File: src/rtl/gpio_write_arbiter.sv
// ---------------------------------------------------------------------------
// gpio_write_arbiter
//
// Shares the GPIO peripheral between two bus requesters. Writes are
// serialised with round-robin arbitration; each write strobes the GPIO
// register, kicks the LED serial shifter and waits for the shift to finish
// before acknowledging the requester. While no writes arrive the shifter is
// re-triggered periodically so the external LED chain stays refreshed.
//
// Parameters
//   REFRESH_CYCLES  idle cycles between automatic LED refreshes (0 = off)
//   BUSY_TIMEOUT    cycles to wait for shift_busy to rise after a start
//
// Ports
//   clk, rst        clock, asynchronous active-high reset
//   req0/data0      requester 0 write request (held until ack0) and data
//   req1/data1      requester 1 write request (held until ack1) and data
//   shift_busy      LED shifter busy flag
//   gpio_en         GPIO write strobe (GPIO EN)
//   gpio_data       GPIO write data (GPIO P_Data), holds last written value
//   gpio_start      shifter start pulse (GPIO Start)
//   ack0, ack1      one-cycle completion pulses per requester
//   busy            high whenever the controller is not idle
//   timeout_err     sticky flag: a shift never started in time
// ---------------------------------------------------------------------------
module gpio_write_arbiter #(
   parameter logic [31:0] REFRESH_CYCLES = 32'd50_000_000,
   parameter logic [15:0] BUSY_TIMEOUT   = 16'd1024
) (
   input  logic        clk,
   input  logic        rst,
   input  logic        req0,
   input  logic [31:0] data0,
   input  logic        req1,
   input  logic [31:0] data1,
   input  logic        shift_busy,
   output logic        gpio_en,
   output logic [31:0] gpio_data,
   output logic        gpio_start,
   output logic        ack0,
   output logic        ack1,
   output logic        busy,
   output logic        timeout_err
);

   typedef enum logic [2:0] {
      IDLE,
      WRITE,
      START,
      WAIT_HI,
      WAIT_LO,
      ACK
   } state_t;

   state_t      state_q, state_d;
   logic        grant_q, grant_d;
   logic        lastGrant_q, lastGrant_d;
   logic        refresh_q, refresh_d;
   logic [31:0] refCnt_q, refCnt_d;
   logic [15:0] toCnt_q, toCnt_d;
   logic [31:0] gpioData_q, gpioData_d;
   logic        gpioEn_q, gpioEn_d;
   logic        gpioStart_q, gpioStart_d;
   logic        ack0_q, ack0_d;
   logic        ack1_q, ack1_d;
   logic        busy_q, busy_d;
   logic        timeoutErr_q, timeoutErr_d;
   logic        winner;

   // Round-robin pick: a lone requester always wins; when both ask, the one
   // that was not served last time gets the bus. lastGrant resets to 1 so the
   // very first contended grant goes to requester 0.
   assign winner = (req0 && req1) ? ~lastGrant_q : req1;

   // Next-state logic for the transaction sequencer. Every output is a
   // registered copy of a function of the next state, so the strobes line up
   // exactly with the state the FSM is in during that cycle.
   always_comb begin
      state_d      = state_q;
      grant_d      = grant_q;
      lastGrant_d  = lastGrant_q;
      refresh_d    = refresh_q;
      refCnt_d     = refCnt_q;
      toCnt_d      = toCnt_q;
      gpioData_d   = gpioData_q;
      timeoutErr_d = timeoutErr_q;

      case (state_q)
         IDLE: begin
            if (req0 || req1) begin
               grant_d     = winner;
               lastGrant_d = winner;
               gpioData_d  = winner ? data1 : data0;
               refCnt_d    = 32'd0;
               state_d     = WRITE;
            end else if ((REFRESH_CYCLES != 32'd0) &&
                         (refCnt_q == REFRESH_CYCLES - 32'd1)) begin
               refresh_d = 1'b1;
               refCnt_d  = 32'd0;
               state_d   = START;
            end else if (REFRESH_CYCLES != 32'd0) begin
               refCnt_d = refCnt_q + 32'd1;
            end
         end
         WRITE: begin
            state_d = START;
         end
         START: begin
            toCnt_d = 16'd0;
            state_d = WAIT_HI;
         end
         WAIT_HI: begin
            if (shift_busy) begin
               state_d = WAIT_LO;
            end else if (toCnt_q == BUSY_TIMEOUT - 16'd1) begin
               timeoutErr_d = 1'b1;
               state_d      = ACK;
            end else begin
               toCnt_d = toCnt_q + 16'd1;
            end
         end
         WAIT_LO: begin
            if (!shift_busy) begin
               state_d = ACK;
            end
         end
         ACK: begin
            refresh_d = 1'b0;
            refCnt_d  = 32'd0;
            state_d   = IDLE;
         end
         default: begin
            state_d = IDLE;
         end
      endcase

      gpioEn_d    = (state_d == WRITE);
      gpioStart_d = (state_d == START);
      ack0_d      = (state_d == ACK) && !refresh_d && !grant_d;
      ack1_d      = (state_d == ACK) && !refresh_d &&  grant_d;
      busy_d      = (state_d != IDLE);
   end

   // State and output registers. Reset drops every output at once so a
   // transaction in flight is abandoned without an acknowledge.
   always_ff @(posedge clk or posedge rst) begin
      if (rst) begin
         state_q      <= IDLE;
         grant_q      <= 1'b0;
         lastGrant_q  <= 1'b1;
         refresh_q    <= 1'b0;
         refCnt_q     <= 32'd0;
         toCnt_q      <= 16'd0;
         gpioData_q   <= 32'd0;
         gpioEn_q     <= 1'b0;
         gpioStart_q  <= 1'b0;
         ack0_q       <= 1'b0;
         ack1_q       <= 1'b0;
         busy_q       <= 1'b0;
         timeoutErr_q <= 1'b0;
      end else begin
         state_q      <= state_d;
         grant_q      <= grant_d;
         lastGrant_q  <= lastGrant_d;
         refresh_q    <= refresh_d;
         refCnt_q     <= refCnt_d;
         toCnt_q      <= toCnt_d;
         gpioData_q   <= gpioData_d;
         gpioEn_q     <= gpioEn_d;
         gpioStart_q  <= gpioStart_d;
         ack0_q       <= ack0_d;
         ack1_q       <= ack1_d;
         busy_q       <= busy_d;
         timeoutErr_q <= timeoutErr_d;
      end
   end

   assign gpio_en     = gpioEn_q;
   assign gpio_data   = gpioData_q;
   assign gpio_start  = gpioStart_q;
   assign ack0        = ack0_q;
   assign ack1        = ack1_q;
   assign busy        = busy_q;
   assign timeout_err = timeoutErr_q;

endmodule
File: config.mk
export PLATFORM = sky130hd
export DESIGN_NAME = gpio_write_arbiter
export DESIGN_NICKNAME = d
export VERILOG_FILES = /design/src/rtl/gpio_write_arbiter.sv
export SDC_FILE = /design/constraint.sdc
export NUM_CORES = 1
export LEC_CHECK = 0
export CAP_MARGIN = 15
export CORE_MARGIN = 2
export CORE_UTILIZATION = 55
export CTS_CLUSTER_SIZE = 12
export DETAILED_ROUTE_END_ITERATION = 8
export GPL_TIMING_DRIVEN = 0
export PLACE_DENSITY = 0.87
export SYNTH_ARGS = -nofsm -noshare
export SYNTH_HDL_FRONTEND = slang
export SYNTH_SLANG_ARGS = --single-unit
File: constraint.sdc
create_clock -name clk -period 8.4 [get_ports clk]
set_input_delay 1.68 -clock clk [delete_from_list [all_inputs] [get_ports clk]]
set_output_delay 1.68 -clock clk [all_outputs]
set_load 0.01 [all_outputs]
==> run_results.csv, run 1 <==
group,metric,value,unit
run_status,outcome,"complete, no violations",
worst_setup_path,path_delay_family,"buffers and inverters",
yosys,yosysWarnings,0,
sta,min_period_over_period,0.417,
worst_setup_path,critPathLaunchType,"primary input",
worst_setup_path,cp_slowest_stage_delay,620,ps
yosys,syn-instance-count,512,
global_routing,grt.overflow.total,0,
sta,tns,0,ps
worst_hold_path,min_path_type,"flop to flop",
global_routing,use_met3,0.0666,
sta,min_period,3510,ps
yosys,synthTopCellsByArea,"dfrtp_1 (47%), mux2i_1 (7.2%), nor2_1 (4.4%)",
sta,fin_ws,4890,ps
cells_and_area,final_area,0.00628,sq mm
worst_setup_path,crit_arrival,3730,ps
yosys,synth_seq_cells,92,
worst_setup_path,crit_required,8620,ps
global_routing,grt_pass1_wl,21700,um
yosys,avgSynthCellArea,9.45,sq um
placed_design,place_congestion,0.915,
floorplan,fp-row-count,34,
cells_and_area,antenna_cells,0,
sta,slew_headroom,0.455,
detailed_routing,routed_wl,13000,um
sta,hold_ws,488,ps
clock_tree,cts-resized-gates,0,
detailed_routing,drc,0,
global_routing,use_met2,0.479,
sta,drv_slew,0,
sta,rsz0062_at_grt,"false",
global_routing,grtUsageTotal,0.279,
clock_tree,cts_tree,"built",
worst_setup_path,crit_chain,"clkdlybuf4s50_1, a21boi_0, clkbuf_1, buf_1, mux2i_1, a21oi_1",
yosys,ys_types,57,
cells_and_area,nets,701,
sta,finalSetupViolations,0,
placed_design,place_ws,4490,ps
clock_tree,cts.clk_slew.worst_paths,90,ps
clock_tree,cts_hold_buffers,0,
global_routing,grt_pass1_vias,4442,
cells_and_area,fillerInstances,620,
yosys,yosysSeqAreaShare,0.476,
global_routing,met1_usage,0.357,
detailed_routing,drt-pass1-iter-count,5,
floorplan,design.core.area,0.00864,sq mm
placed_design,io_buffers,106,
detailed_routing,vias_per_cell,6.09,
detailed_routing,drt_first_iter_violations,364,
yosys,synth-edff-count,0,
clock_tree,htree_levels,3,
floorplan,dieArea,0.00956,sq mm
yosys,synth_area_leader_cell,"dfrtp_1",
global_routing,antenna_found_initial,0,
worst_setup_path,path_buf_inv,3,
worst_setup_path,critical_path_class,"primary input to flop",
worst_setup_path,critPathMaxFanout,10,
power_and_ir_drop,p_leak,2.55,nW
power_and_ir_drop,power_density,273,mW/mm^2
floorplan,io_pins,107,
detailed_routing,wl_per_cell,17.5,um
placed_design,dpl.hpwl,9410,um
flow_run,maxCapViolations,0,
yosys,async_reset_ff_frac,1.00,
clock_tree,post-cts-setup-buffers,0,
sta,fin_skew,8.08,ps
worst_setup_path,endpoint_kind,"flop",
detailed_routing,via_count,4516,
cells_and_area,synthToLayoutAreaGrowth,29.9,%
cells_and_area,final_core_util,0.728,
clock_tree,cts-root-buf,"clkbuf_8",
clock_tree,cts_buffer_depth,2,
clock_tree,clock_latency,360,ps
yosys,synth_top_area_share,0.471,
power_and_ir_drop,peakVddDrop,0.176,mV
floorplan,initial_core_util,0.560,
global_routing,grt_max_degree,65,
floorplan,dieHeight,97.8,um
detailed_routing,drtAntennaViolNets,0,
sta,fmax,0.285,GHz
sta,finalHoldViolCount,0,
clock_tree,cts_buffers,9,
global_routing,grt-busiest-layer,"met2",
floorplan,fp.dieW,97.8,um
placed_design,dpl-instance-area,0.00606,sq mm
yosys,synth-main-ff-cell,"dfrtp_1",
worst_setup_path,cp_slowest_cell,"buf_1",
clock_tree,cts_num_sinks,92,
cells_and_area,drive_gt1_frac,0.0568,
sta,worstMarginPinSlew,811,ps
yosys,synth_nets,583,
yosys,mappedNetlistArea,0.00484,sq mm
==> cell usage in the layout, fill, tap and decap left out, types with 3 or more instances in the layout <==
cell | netlist | layout
clkbuf_8 | 0 | 10
mux2i_1 | 35 | 35
or4b_1 | 4 | 4
inv_1 | 17 | 16
nor2_1 | 57 | 57
nand2b_1 | 3 | 3
nor3_1 | 10 | 10
xor2_1 | 3 | 3
and2_1 | 7 | 7
nand2_1 | 44 | 44
o311ai_0 | 6 | 6
o211ai_1 | 4 | 4
or3_1 | 4 | 4
buf_1 | 8 | 8
a31oi_1 | 14 | 14
buf_6 | 3 | 3
and3_1 | 8 | 8
clkdlybuf4s50_1 | 0 | 106
clkbuf_1 | 14 | 14
a22o_1 | 4 | 4
dfrtp_1 | 91 | 91
nand4_1 | 30 | 30
a211oi_1 | 5 | 5
buf_2 | 7 | 7
a21oi_1 | 39 | 39
o21ai_0 | 11 | 11
nor3b_1 | 3 | 3
nor4_1 | 8 | 8
xnor2_1 | 13 | 13
nand3_1 | 21 | 21
==> kinds of logic (layout without fill, tap and decap cells) <==
logic type,Yosys count,count (layout),share of synthesized area
and+or+nand+nor,215,215,0.235
adders and majority gates,2,2,0.00517
buffers and inverters,49,171,0.0445
muxes,35,35,0.0724
DFF,92,92,0.476
AOI/OAI and AO/OA,103,103,0.137
xor gates and xnor gates,16,16,0.0290
==> per-stage QoR <==
step / instances / power (mW)
after floorplan: 512 / 1.05
after global placement: 726 / 1.34
after detailed placement: 727 / 1.38
after CTS: 742 / 1.72
after global routing: 742 / 1.82
final: 742 / 1.71
==> synthesized netlist by cell type, types with 2 or more instances <==
cell type / n
nand2_1: 44
nor3_2: 2
or4_1: 2
nand2b_1: 3
buf_2: 7
nor2_1: 57
a22o_1: 4
nor4b_1: 2
nand3_1: 21
xnor2_1: 13
or4b_1: 4
o21ai_0: 11
inv_1: 17
nor4_1: 8
buf_1: 8
a211oi_1: 5
xor2_1: 3
dfrtp_1: 91
a21oi_1: 39
and2_1: 7
a211o_1: 2
and4_1: 2
nor3b_2: 2
a21boi_0: 2
clkbuf_1: 14
a31oi_1: 14
mux2i_1: 35
buf_6: 3
o311ai_0: 6
ha_1: 2
nand4_1: 30
nor3b_1: 3
nor3_1: 10
and3_1: 8
o211ai_1: 4
a21o_1: 2
a31o_1: 2
or3_1: 4
==> sequential cells by signal (all words and copies together), names as in the netlist <==
signal       flops
busy             1
gpio_data       32
refCnt_q        32
gpio_start       1
lastGrant_q      1
timeout_err      1
refresh_q        1
gpio_en          1
ack0             1
grant_q          1
ack1             1
toCnt_q         16
state_q          3
==> path summary, 6_finish.rpt <==
| path | from | to | slack [ps] | cells past startpoint |
|---|---|---|---|---|
| setup / recovery | req1 | gpio_data[19]$_DFFE_PP0P_ | 4890 | 6 |
| hold / removal | timeout_err$_DFFE_PP0P_ | timeout_err$_DFFE_PP0P_ | 490 | 1 |
| setup reg to reg | refCnt_q[0]$_DFFE_PP0N_ | refCnt_q[20]$_DFFE_PP0N_ | 5930 | 6 |
| hold reg to reg | timeout_err$_DFFE_PP0P_ | timeout_err$_DFFE_PP0P_ | 490 | 1 |
| max in group asynchronous | rst | lastGrant_q$_DFFE_PP1P_ | 6040 | 3 |
| min in group asynchronous | rst | gpio_data[3]$_DFFE_PP0P_ | 1660 | 2 |
==> per-layer routing <==
metal / vias up / part of all wire
li1: 2111 / -
met1: 2215 / 0.40
met2: 163 / 0.52
met3: 27 / 0.058
met4: 0 / 0.021
met5: - / 0
==> worst reg2reg max path, cell delays in order, from the launching register on <==
cell and delay, ps:
dfrtp_1 460, ha_1 270, nand4_1 150, nor3_1 540, clkbuf_1 430, nand2_1 140, o311ai_0 360
==> power breakdown <==
| group | internal (mW) | leakage (nW) | switching, mW |
|---|---|---|---|
| Sequential | 0.566 | 1.17 | 0.0907 |
| Clock | 0.175 | 0.105 | 0.157 |
| Combinational | 0.333 | 1.28 | 0.392 |
==> area by class of cell <==
| class | instances | area [sq um] | share of cell area |
|---|---|---|---|
| multi-input cells | 371 | 2320 | 0.369 |
| flip-flops and latches | 92 | 2300 | 0.367 |
| repair buffers | 107 | 1090 | 0.173 |
| plain buffers | 32 | 151 | 0.0241 |
| clock buffers | 10 | 138 | 0.0219 |
| well taps | 108 | 135 | 0.0215 |
| clock inverters | 5 | 83.8 | 0.0133 |
| inverters | 17 | 66.3 | 0.0106 |
Note: power is estimated with default switching activity, not from simulation.
==> inputs of run 2 (changes only) <==
--- a/config.mk
+++ b/config.mk
@@ -7,11 +7,11 @@
 export LEC_CHECK = 0
 export CAP_MARGIN = 15
 export CORE_MARGIN = 2
-export CORE_UTILIZATION = 55
+export CORE_UTILIZATION = 46
 export CTS_CLUSTER_SIZE = 12
 export DETAILED_ROUTE_END_ITERATION = 8
 export GPL_TIMING_DRIVEN = 0
-export PLACE_DENSITY = 0.87
+export PLACE_DENSITY = 0.78
 export SYNTH_ARGS = -nofsm -noshare
 export SYNTH_HDL_FRONTEND = slang
 export SYNTH_SLANG_ARGS = --single-unit
==> constraint.sdc (replaced) <==
create_clock -name clk -period 3.1 [get_ports clk]
set_input_delay 0.62 -clock clk [delete_from_list [all_inputs] [get_ports clk]]
set_output_delay 0.62 -clock clk [all_outputs]
set_load 0.01 [all_outputs]
==> run 2 against run 1 <==
Net effect: combinational power increased to 2.7 times the previous value; cell count rose by 3.9%; clock power is 130% higher; routed wire length down 3.3%; sequential cell count is the same; first-iteration DRC count fell by 26%.
==> run_results.csv, run 2 (synthesis gave the netlist of run 1 again) <==
group,metric,value,unit
run_status,outcome,"complete, no violations",
worst_setup_path,critPathMaxFanout,10,
worst_setup_path,crit_required,3340,ps
floorplan,fp-row-count,37,
clock_tree,cts_buffer_depth,2,
detailed_routing,routed_wl,12600,um
detailed_routing,wl_per_cell,16.3,um
power_and_ir_drop,combPwrFrac,0.437,
clock_tree,cts.clk_slew.worst_paths,100,ps
sta,finalSetupViolations,0,
worst_setup_path,reg2regPathDepth,6,
placed_design,place_ws,203,ps
sta,worstMarginPinSlew,793,ps
floorplan,dieHeight,107,um
sta,min_period,2490,ps
power_and_ir_drop,sw_frac_of_total,0.388,
clock_tree,cts-root-buf,"clkbuf_8",
cells_and_area,antenna_cells,0,
detailed_routing,drt_first_iter_violations,271,
floorplan,io_pins,107,
detailed_routing,drtAntennaViolNets,0,
floorplan,dieArea,0.0113,sq mm
power_and_ir_drop,switching_power,1.74,mW
placed_design,io_buffers,106,
sta,hold_ws,472,ps
power_and_ir_drop,p_leak,2.54,nW
sta,tns,0,ps
sta,fin_skew,14.5,ps
power_and_ir_drop,peakVddDrop,0.381,mV
clock_tree,clock_latency,370,ps
sta,fin_ws,606,ps
global_routing,grt.overflow.total,0,
cells_and_area,final_area,0.00628,sq mm
cells_and_area,nets,701,
worst_hold_path,whs_path_depth,1,
global_routing,grtUsageTotal,0.223,
clock_tree,cts_buffers,9,
power_and_ir_drop,clockPowerShare,0.171,
flow_run,maxCapViolations,0,
sta,slew_headroom,0.466,
worst_setup_path,r2r_start,"refCnt_q[0]$_DFFE_PP0N_",
global_routing,grt_pass1_wl,20300,um
global_routing,grt_pass1_vias,4114,
worst_hold_path,hp-start,"refresh_q$_DFF_PP0_",
sta,min_period_over_period,0.804,
power_and_ir_drop,power_density,713,mW/mm^2
worst_setup_path,critical_path_class,"primary input to flop",
clock_tree,post-cts-setup-buffers,0,
cells_and_area,final_cell_mix,"clkdlybuf4s50_1 (106), dfrtp_1 (91), nor2_1 (57), nand2_1 (44), a21oi_1 (39)",
sta,fmax,0.401,GHz
clock_tree,cts_num_sinks,92,
clock_tree,cts_hold_buffers,0,
floorplan,fp.dieW,107,um
cells_and_area,final_common_cell,"clkdlybuf4s50_1",
detailed_routing,drt-pass1-iter-count,4,
sta,rsz0062_at_grt,"false",
floorplan,design.core.area,0.0103,sq mm
power_and_ir_drop,internal-power,2.74,mW
worst_setup_path,reg2reg_to,"refCnt_q[20]$_DFFE_PP0N_",
worst_hold_path,hold-path-endpoint,"ack1$_DFF_PP0_",
worst_setup_path,ff2ff_setup_slack,680,ps
global_routing,use_met2,0.370,
worst_setup_path,crit_arrival,2730,ps
global_routing,grt_max_degree,71,
power_and_ir_drop,power_frac_seq,0.392,
worst_setup_path,endpoint_kind,"flop",
clock_tree,cts-resized-gates,0,
clock_tree,htree_levels,3,
global_routing,met1_usage,0.297,
global_routing,use_met3,0.0521,
global_routing,antenna_found_initial,0,
floorplan,initial_core_util,0.471,
sta,finalHoldViolCount,0,
placed_design,dpl.hpwl,9190,um
placed_design,dpl-instance-area,0.00610,sq mm
detailed_routing,drc,0,
clock_tree,cts_tree,"built",
placed_design,dp_cells,755,
cells_and_area,synthToLayoutAreaGrowth,29.8,%
placed_design,place_congestion,0.910,
cells_and_area,drive_gt1_frac,0.0583,
worst_setup_path,critPathLaunchType,"primary input",
detailed_routing,vias_per_cell,5.72,
sta,drv_slew,0,
detailed_routing,via_count,4412,
cells_and_area,final_cells,771,
global_routing,grt-busiest-layer,"met2",
worst_hold_path,min_path_type,"flop to flop",
## run 2: power groups by stage
stage	Combinational, mW	Clock (mW)	Sequential, mW
6_report	1.96	0.765	1.76
3_5_place_dp	1.96	0	1.78
4_1_cts	1.97	0.790	1.75
3_3_place_gp	1.89	0	1.76
5_1_grt	2.14	0.837	1.80
2_1_floorplan	0.993	0	1.85
## run 2: how the worst max path moves through the flow
stage | end | startpoint | slack, ps | cells past startpoint
after global routing | refCnt_q[20]$_DFFE_PP0N_ | refCnt_q[0]$_DFFE_PP0N_ | 420 | 6
after floorplan | ack0$_DFF_PP0_ | rst | 90 | 1
after CTS | gpio_data[29]$_DFFE_PP0P_ | req1 | 610 | 6
after detailed placement | gpio_data[29]$_DFFE_PP0P_ | req1 | 200 | 6
final | gpio_data[29]$_DFFE_PP0P_ | req1 | 610 | 6
after global placement | toCnt_q[6]$_DFFE_PP0P_ | rst | -1310 | 2
## run 2: final cells by class
| type | count | area, sq um |
|---|---|---|
| timing repair buffer | 107 | 1090 |
| buffer | 32 | 151 |
| tap | 136 | 170 |
| clock inverter | 7 | 55.1 |
| inverter | 17 | 66.3 |
| fill | 884 | 4000 |
| clock buffer | 9 | 124 |
| multi-input combinational | 371 | 2320 |
| sequential | 92 | 2300 |
## run 2: per-stage QoR
stage	total power [mW]	util
after floorplan	2.84	-
after global placement	3.65	0.590
after detailed placement	3.74	0.593
after CTS	4.51	0.611
after global routing	4.78	0.611
final	4.48	0.611
## run 2: metal layers
layer	vias to the layer above	wire, um
li1	2110	-
met1	2149	5380
met2	133	6440
met3	20	590
met4	0	193
met5	-	0
## run 2: critical path: stages
cell	delay, ps
clkdlybuf4s50_1	510
a21boi_0	180
clkbuf_1	320
buf_1	650
mux2i_1	340
a21oi_1	110
